File: src/rtl/bilinear_interp.sv
// bilinear_interp: 4-tap Q1.16 bilinear filter over frame memory; define BILINEAR_RGB565_EN for per-channel RGB565 math.
// Latency: pop to vout_valid is 5+RD_LAT cycles; at best one pixel per 6+RD_LAT cycles.
// Backpressure: vout_ready low holds vout_dat/vout_valid and blocks pops; coo_valid cannot stall, so a full FIFO drops and sets fifo_ovf.
module bilinear_interp #(
    parameter int FIFO_DEPTH = 16,
    parameter int RD_LAT     = 2
) (
    input  logic        vin_clk,
    input  logic        rst_n,
    input  logic        frame_sync_n,
    input  logic        coo_valid,
    input  logic [15:0] coordinate_x,
    input  logic [15:0] coordinate_y,
    input  logic [16:0] coefficient1,
    input  logic [16:0] coefficient2,
    input  logic [16:0] coefficient3,
    input  logic [16:0] coefficient4,
    input  logic [15:0] vin_xres,
    input  logic [15:0] vin_yres,
    output logic        rd_en,
    output logic [31:0] rd_addr,
    input  logic [15:0] rd_dat,
    output logic [15:0] vout_dat,
    output logic        vout_valid,
    input  logic        vout_ready,
    output logic        fifo_ovf
);
    typedef struct packed {
        logic [15:0] x;
        logic [15:0] y;
        logic [16:0] c1;
        logic [16:0] c2;
        logic [16:0] c3;
        logic [16:0] c4;
    } req_t;

    typedef enum logic [1:0] {IDLE, RD, WAIT, OUT} state_t;

    state_t      state, state_nxt;
    req_t        fifo_wr_dat, fifo_rd_dat, req_q;
    logic        fifo_wr_rdy, fifo_rd_vld, pop, flush;
    logic [1:0]  rd_idx;
    logic [15:0] x1, y1, sel_x, sel_y;
    logic [RD_LAT-1:0] tag_vld;
    logic [1:0]  tag_idx [RD_LAT];
    logic        ret_vld, last_ret;
    logic [1:0]  ret_idx;
    logic [16:0] ret_coef;
    logic [15:0] result;

    function automatic logic [15:0] round_sat(input logic [34:0] a, input logic [15:0] maxv);
        logic [35:0] r;
        r = {1'b0, a} + 36'd32768;
        if (r[35:16] > {4'd0, maxv})
            return maxv;
        return r[31:16];
    endfunction

    assign flush       = !frame_sync_n;
    assign fifo_wr_dat = '{x: coordinate_x, y: coordinate_y, c1: coefficient1,
                           c2: coefficient2, c3: coefficient3, c4: coefficient4};

    sync_fifo #(
        .WIDTH ($bits(req_t)),
        .DEPTH (FIFO_DEPTH)
    ) u_req_fifo (
        .vin_clk (vin_clk),
        .rst_n   (rst_n),
        .flush   (flush),
        .wr_vld  (coo_valid && frame_sync_n),
        .wr_rdy  (fifo_wr_rdy),
        .wr_dat  (fifo_wr_dat),
        .rd_vld  (fifo_rd_vld),
        .rd_rdy  (pop),
        .rd_dat  (fifo_rd_dat)
    );

    always_ff @(posedge vin_clk or negedge rst_n) begin
        if (!rst_n)
            fifo_ovf <= 1'b0;
        else if (flush)
            fifo_ovf <= 1'b0;
        else if (coo_valid && !fifo_wr_rdy)
            fifo_ovf <= 1'b1;
    end

    always_ff @(posedge vin_clk or negedge rst_n) begin
        if (!rst_n)
            state <= IDLE;
        else if (flush)
            state <= IDLE;
        else
            state <= state_nxt;
    end

    always_comb begin
        state_nxt = state;
        pop       = 1'b0;
        case (state)
            IDLE: if (fifo_rd_vld && !vout_valid) begin
                pop       = 1'b1;
                state_nxt = RD;
            end
            RD:   if (rd_idx == 2'd3) state_nxt = WAIT;
            WAIT: if (last_ret) state_nxt = OUT;
            OUT:  if (vout_ready) state_nxt = IDLE;
            default: state_nxt = IDLE;
        endcase
    end

    // Neighbour clamp is done in 17 bits so x=16'hFFFF cannot wrap to 0.
    assign x1    = ({1'b0, req_q.x} + 17'd1 >= {1'b0, vin_xres}) ? req_q.x : req_q.x + 16'd1;
    assign y1    = ({1'b0, req_q.y} + 17'd1 >= {1'b0, vin_yres}) ? req_q.y : req_q.y + 16'd1;
    assign sel_x = rd_idx[0] ? x1 : req_q.x;
    assign sel_y = rd_idx[1] ? y1 : req_q.y;

    assign rd_en      = (state == RD);
    assign rd_addr    = rd_en ? ({16'd0, sel_y} * {16'd0, vin_xres} + {16'd0, sel_x}) : 32'd0;
    assign vout_valid = (state == OUT);

    assign ret_vld  = tag_vld[RD_LAT-1];
    assign ret_idx  = tag_idx[RD_LAT-1];
    assign last_ret = ret_vld && (ret_idx == 2'd3);

    always_comb begin
        case (ret_idx)
            2'd0:    ret_coef = req_q.c1;
            2'd1:    ret_coef = req_q.c2;
            2'd2:    ret_coef = req_q.c3;
            default: ret_coef = req_q.c4;
        endcase
    end

    always_ff @(posedge vin_clk or negedge rst_n) begin
        if (!rst_n) begin
            req_q    <= '0;
            rd_idx   <= '0;
            vout_dat <= '0;
            tag_vld  <= '0;
            for (int i = 0; i < RD_LAT; i++) tag_idx[i] <= '0;
        end else if (flush) begin
            req_q    <= '0;
            rd_idx   <= '0;
            vout_dat <= '0;
            tag_vld  <= '0;
            for (int i = 0; i < RD_LAT; i++) tag_idx[i] <= '0;
        end else begin
            if (pop) begin
                req_q  <= fifo_rd_dat;
                rd_idx <= 2'd0;
            end else if (state == RD) begin
                rd_idx <= rd_idx + 2'd1;
            end
            // Tags ride alongside the memory latency so each word meets its own coefficient.
            tag_vld[0] <= rd_en;
            tag_idx[0] <= rd_idx;
            for (int i = 1; i < RD_LAT; i++) begin
                tag_vld[i] <= tag_vld[i-1];
                tag_idx[i] <= tag_idx[i-1];
            end
            if (last_ret)
                vout_dat <= result;
        end
    end

`ifdef BILINEAR_RGB565_EN
    logic [34:0] acc_r, acc_g, acc_b;
    logic [34:0] acc_r_nxt, acc_g_nxt, acc_b_nxt;
    logic [15:0] res_r, res_g, res_b;

    always_comb begin
        acc_r_nxt = acc_r + ({30'd0, rd_dat[15:11]} * {18'd0, ret_coef});
        acc_g_nxt = acc_g + ({29'd0, rd_dat[10:5]}  * {18'd0, ret_coef});
        acc_b_nxt = acc_b + ({30'd0, rd_dat[4:0]}   * {18'd0, ret_coef});
        res_r     = round_sat(acc_r_nxt, 16'd31);
        res_g     = round_sat(acc_g_nxt, 16'd63);
        res_b     = round_sat(acc_b_nxt, 16'd31);
        result    = (res_r << 11) | (res_g << 5) | res_b;
    end

    always_ff @(posedge vin_clk or negedge rst_n) begin
        if (!rst_n) begin
            acc_r <= '0;
            acc_g <= '0;
            acc_b <= '0;
        end else if (flush || pop) begin
            acc_r <= '0;
            acc_g <= '0;
            acc_b <= '0;
        end else if (ret_vld) begin
            acc_r <= acc_r_nxt;
            acc_g <= acc_g_nxt;
            acc_b <= acc_b_nxt;
        end
    end
`else
    logic [34:0] acc, acc_nxt;

    always_comb begin
        acc_nxt = acc + ({19'd0, rd_dat} * {18'd0, ret_coef});
        result  = round_sat(acc_nxt, 16'hFFFF);
    end

    always_ff @(posedge vin_clk or negedge rst_n) begin
        if (!rst_n)
            acc <= '0;
        else if (flush || pop)
            acc <= '0;
        else if (ret_vld)
            acc <= acc_nxt;
    end
`endif

endmodule

// sync_fifo: generic single-clock FIFO, valid/ready on both sides, DEPTH a power of 2.
// Latency: a word written at one edge is visible on rd_dat after that edge.
// Backpressure: wr_rdy drops when full unless a read drains a slot in the same cycle.
module sync_fifo #(
    parameter int WIDTH = 8,
    parameter int DEPTH = 16
) (
    input  logic             vin_clk,
    input  logic             rst_n,
    input  logic             flush,
    input  logic             wr_vld,
    output logic             wr_rdy,
    input  logic [WIDTH-1:0] wr_dat,
    output logic             rd_vld,
    input  logic             rd_rdy,
    output logic [WIDTH-1:0] rd_dat
);
    localparam int AW = $clog2(DEPTH);

    logic [WIDTH-1:0] mem [DEPTH];
    logic [AW-1:0]    wr_ptr, rd_ptr;
    logic [AW:0]      count;
    logic             do_wr, do_rd;

    assign rd_vld = (count != '0);
    assign wr_rdy = (count != (AW+1)'(DEPTH)) || rd_rdy;
    assign do_wr  = wr_vld && wr_rdy;
    assign do_rd  = rd_vld && rd_rdy;
    assign rd_dat = mem[rd_ptr];

    always_ff @(posedge vin_clk) begin
        if (do_wr)
            mem[wr_ptr] <= wr_dat;
    end

    always_ff @(posedge vin_clk or negedge rst_n) begin
        if (!rst_n) begin
            wr_ptr <= '0;
            rd_ptr <= '0;
            count  <= '0;
        end else if (flush) begin
            wr_ptr <= '0;
            rd_ptr <= '0;
            count  <= '0;
        end else begin
            if (do_wr) wr_ptr <= wr_ptr + AW'(1);
            if (do_rd) rd_ptr <= rd_ptr + AW'(1);
            case ({do_wr, do_rd})
                2'b10:   count <= count + (AW+1)'(1);
                2'b01:   count <= count - (AW+1)'(1);
                default: count <= count;
            endcase
        end
    end

endmodule

File: config.mk
export PLATFORM = sky130hd
export DESIGN_NAME = bilinear_interp
export DESIGN_NICKNAME = d
export VERILOG_FILES = /design/src/rtl/bilinear_interp.sv
export SDC_FILE = /design/constraint.sdc
export NUM_CORES = 2
export LEC_CHECK = 0
export BUFFER_PORTS_ARGS = -buffer_cell sky130_fd_sc_hd__buf_2
export CAP_MARGIN = 20
export CORE_ASPECT_RATIO = 0.7
export CORE_MARGIN = 3
export CORE_UTILIZATION = 45
export CTS_CLUSTER_SIZE = 20
export DETAILED_ROUTE_END_ITERATION = 10
export SLEW_MARGIN = 20
export SYNTH_ARGS = -nofsm -noshare
export SYNTH_HDL_FRONTEND = slang
export SYNTH_HIERARCHICAL = 1
export SYNTH_SLANG_ARGS = --single-unit
File: constraint.sdc
create_clock -name vin_clk -period 12 [get_ports vin_clk]
set_input_delay 0 -clock vin_clk [delete_from_list [all_inputs] [get_ports vin_clk]]
set_output_delay 0 -clock vin_clk [all_outputs]
set_load 0.03 [all_outputs]
==> results.json <==
{
  "run_status": "completed",
  "reg2reg_depth": 22,
  "clock_skew_ns": 0.0588,
  "drt_first_pass_iters": 8,
  "wl_mm": 228,
  "routed.top_layer": "met5",
  "die_width_um": 538,
  "vias": 50621,
  "irDropWorstVdd_uv": 444,
  "final_common_cell": "edfxtp_1",
  "place_hpwl_mm": 137,
  "final_max_slew_viol_count": 0,
  "clk_pin_slew_worst_paths_ns": 0.07,
  "synth-edff-count": 1600,
  "postSynthAreaPerCell_sq_um": 15.2,
  "mostFrequentLayoutCells": "edfxtp_1, nand2_1, inv_1, fa_1, mux4_2",
  "cp.required_ns": 12.00,
  "grt_pass1_vias": 52273,
  "yosysTopAreaCell": "edfxtp_1",
  "synthesis.nets": 6740,
  "final_util_pct": 50.8,
  "cts_buffer_depth": 4,
  "drtAntennaViolNets": 0,
  "slew_headroom_pct": 29.0,
  "tightestPinTransition_ns": 1.06,
  "avgViaCountPerCell": 5.68,
  "cts_sinks": 1775,
  "cts_inserted_buffers": 178,
  "route.met3.wl_mm": 16.2,
  "wl_met1_mm": 101,
  "drt_iter0_markers": 4657,
  "grt.total_usage_pct": 22.6,
  "min_period_over_period_pct": 94.7,
  "synthFlopType": "edfxtp_1",
  "worstPathArrival_ns": 11.36,
  "drive_above_1_share_pct": 16.8,
  "ys_async_sr_fraction_pct": 9.86,
  "dieHeight_um": 379,
  "h-tree-depth": 4,
  "hold_violations": 0,
  "ys_ff_latch": 1775,
  "fin_setup_tns_ns": 0,
  "hold_depth": 4,
  "worst_slack_ns": 0.639,
  "p_leak_nw": 37.2,
  "cp_num_buf_inv": 9,
  "worstSetupEndpointType": "primary output",
  "startpoint_type": "flop",
  "yosys.area.top_type_share_pct": 53.8,
  "synthTopCellsByArea": "edfxtp_1, mux4_2, fa_1",
  "drc": 0,
  "start_util_pct": 45.4,
  "clkLatencyLatePin_ns": 0.82,
  "slowest_delay_ns": 0.56,
  "port_buffers": 203,
  "dp_cells": 8483,
  "syn_inst": 5874,
  "nFillCells": 16400,
  "wl_met2_mm": 106,
  "cp_num_cells": 39,
  "dieArea_sq_um": 204000,
  "finalSetupViolCount": 0,
  "grt_max_degree": 139,
  "crit_slowest_cell": "fa_1",
  "fin_cells": 8919,
  "hp-class": "in -> reg",
  "fmax_ghz": 0.0880,
  "globalRouteOverflowTotal": 0,
  "io_pins": 204,
  "power.density_nw_per_um2": 247,
  "root_buffer": "clkbuf_16",
  "cts_tree": "done",
  "max_cap_viol_count": 0,
  "wl_per_cell_um": 25.6,
  "min_period_ns": 11.36,
  "pre_cts_ws_ns": 0.482,
  "yosysWarnings": 6,
  "syn_to_final_growth_pct": 11.9,
  "grt_pass1_wl_mm": 345,
  "synth_area_sq_um": 89300,
  "crit_type": "reg -> out",
  "rows": 136,
  "core_area_sq_um": 197000,
  "fin_nets": 7020,
  "synth_seq_area_share_pct": 58.7,
  "antenna_found_initial": 25,
  "critical-path-top-delay-family": "adder cells",
  "path_max_fanout": 16,
  "post_synth_num_cell_types": 88,
  "timing.hold.ws_ns": 0.0819,
  "gp_congestion": 0.854
}
[repair_timing]
action / CTS / global route
setup buffers: 0 / 5
pin swaps: 0 / 2
hold endpoints to repair: 1804 / 0
gates cloned: 0 / 0
hold buffers: 108 / 0
setup endpoints to repair: 3 / 8
resized for setup: 7 / 16
[per-layer routing]
layer  up-vias  track usage [%]
met5         -                0
met2      1727             35.3
li1      21821                -
met1     26736             33.0
met3       327             4.01
met4        10             5.72
[registers in the layout, summed over array words and instances, names as in the netlist]
register	cells
u_req_fifo/mem	1600
req_q	100
acc	35
vout_dat	16
u_req_fifo/count	5
u_req_fifo/rd_ptr	4
u_req_fifo/wr_ptr	4
rd_idx	2
ret_idx	2
state	2
tag_idx	2
tag_vld	2
fifo_ovf	1
[power by group]
part / switching (mW) / total (mW) / internal [mW] / leakage (nW)
Sequential: 0.234 / 7.18 / 6.95 / 16.8
Combinational: 7.47 / 12.2 / 4.75 / 17.7
Clock: 2.31 / 5.33 / 3.03 / 2.68
Total: 10.0 / 24.7 / 14.7 / 37.2
[worst register-to-register path, cell delays in order, from the launching register on]
cell and delay (ns):
dfrtp_2 0.84, mux4_2 0.92, and2_1 0.34, fa_1 0.53, inv_1 0.05, fa_1 0.45, fa_1 0.51, inv_1 0.05
fa_1 0.55, fa_1 0.43, fa_1 0.44, ha_1 0.47, a21oi_1 0.37, mux2_2 0.38, a211o_1 0.24, a211oi_2 0.38
o2111ai_2 0.27, nor4_2 0.32, nand3_2 0.19, or3_4 0.40, o211a_1 0.25, o21ai_2 0.59, o221a_1 0.32
[final cells by class]
class | count | area [sq um] | share of cell area (%)
Sequential cell | 1775 | 52400 | 52.4
Multi-Input combinational cell | 3137 | 33400 | 33.4
Clock buffer | 227 | 4770 | 4.77
Tap cell | 2622 | 3280 | 3.28
Timing Repair Buffer | 395 | 2820 | 2.82
Inverter | 667 | 2510 | 2.51
Clock inverter | 85 | 706 | 0.706
Antenna cell | 11 | 27.5 | 0.0275
[cell usage after synthesis (all sizes together), types with 30 or more instances]
library cell and n:
edfxtp 1600, nand2 706, inv 665, fa 451, mux4 417, ha 262
clkbuf 219, and2 204, a22oi 201, dfrtp 175, a21oi 165, nor2 103
buf 76, o21ai 69, xor2 61, xnor2 55, nand2b 44, and3 39
mux2 30
[cell families after synthesis]
family                   synth area share (%)
buffers and inverters                    4.13
adder cells (fa/ha/maj)                  13.8
AO/OA/AOI/OAI                            4.75
flip-flops                               58.7
XOR/XNOR                                 1.14
multiplexers                             11.1
AND/OR/NAND/NOR                          6.43
[worst paths after layout]
kind	from	end	slack [ns]
max in group asynchronous	rst_n	u_req_fifo/rd_ptr[0]	10.67
setup reg to reg	ret_idx[0]	vout_dat[1]	2.69
setup / recovery	req_q[68]	rd_addr[30]	0.64
hold / removal	coo_valid	fifo_ovf	0.08
min in group asynchronous	rst_n	acc[24]	0.35
hold reg to reg	tag_idx[3]	ret_idx[1]	0.47
[stage by stage]
stage	area [sq um]	power [mW]
after floorplan	89300	16.4
after global placement	93200	19.3
after detailed placement	93200	19.4
after CTS	99800	24.9
after global routing	100000	26.7
final	100000	24.7
(Power assumes the default switching activity.)
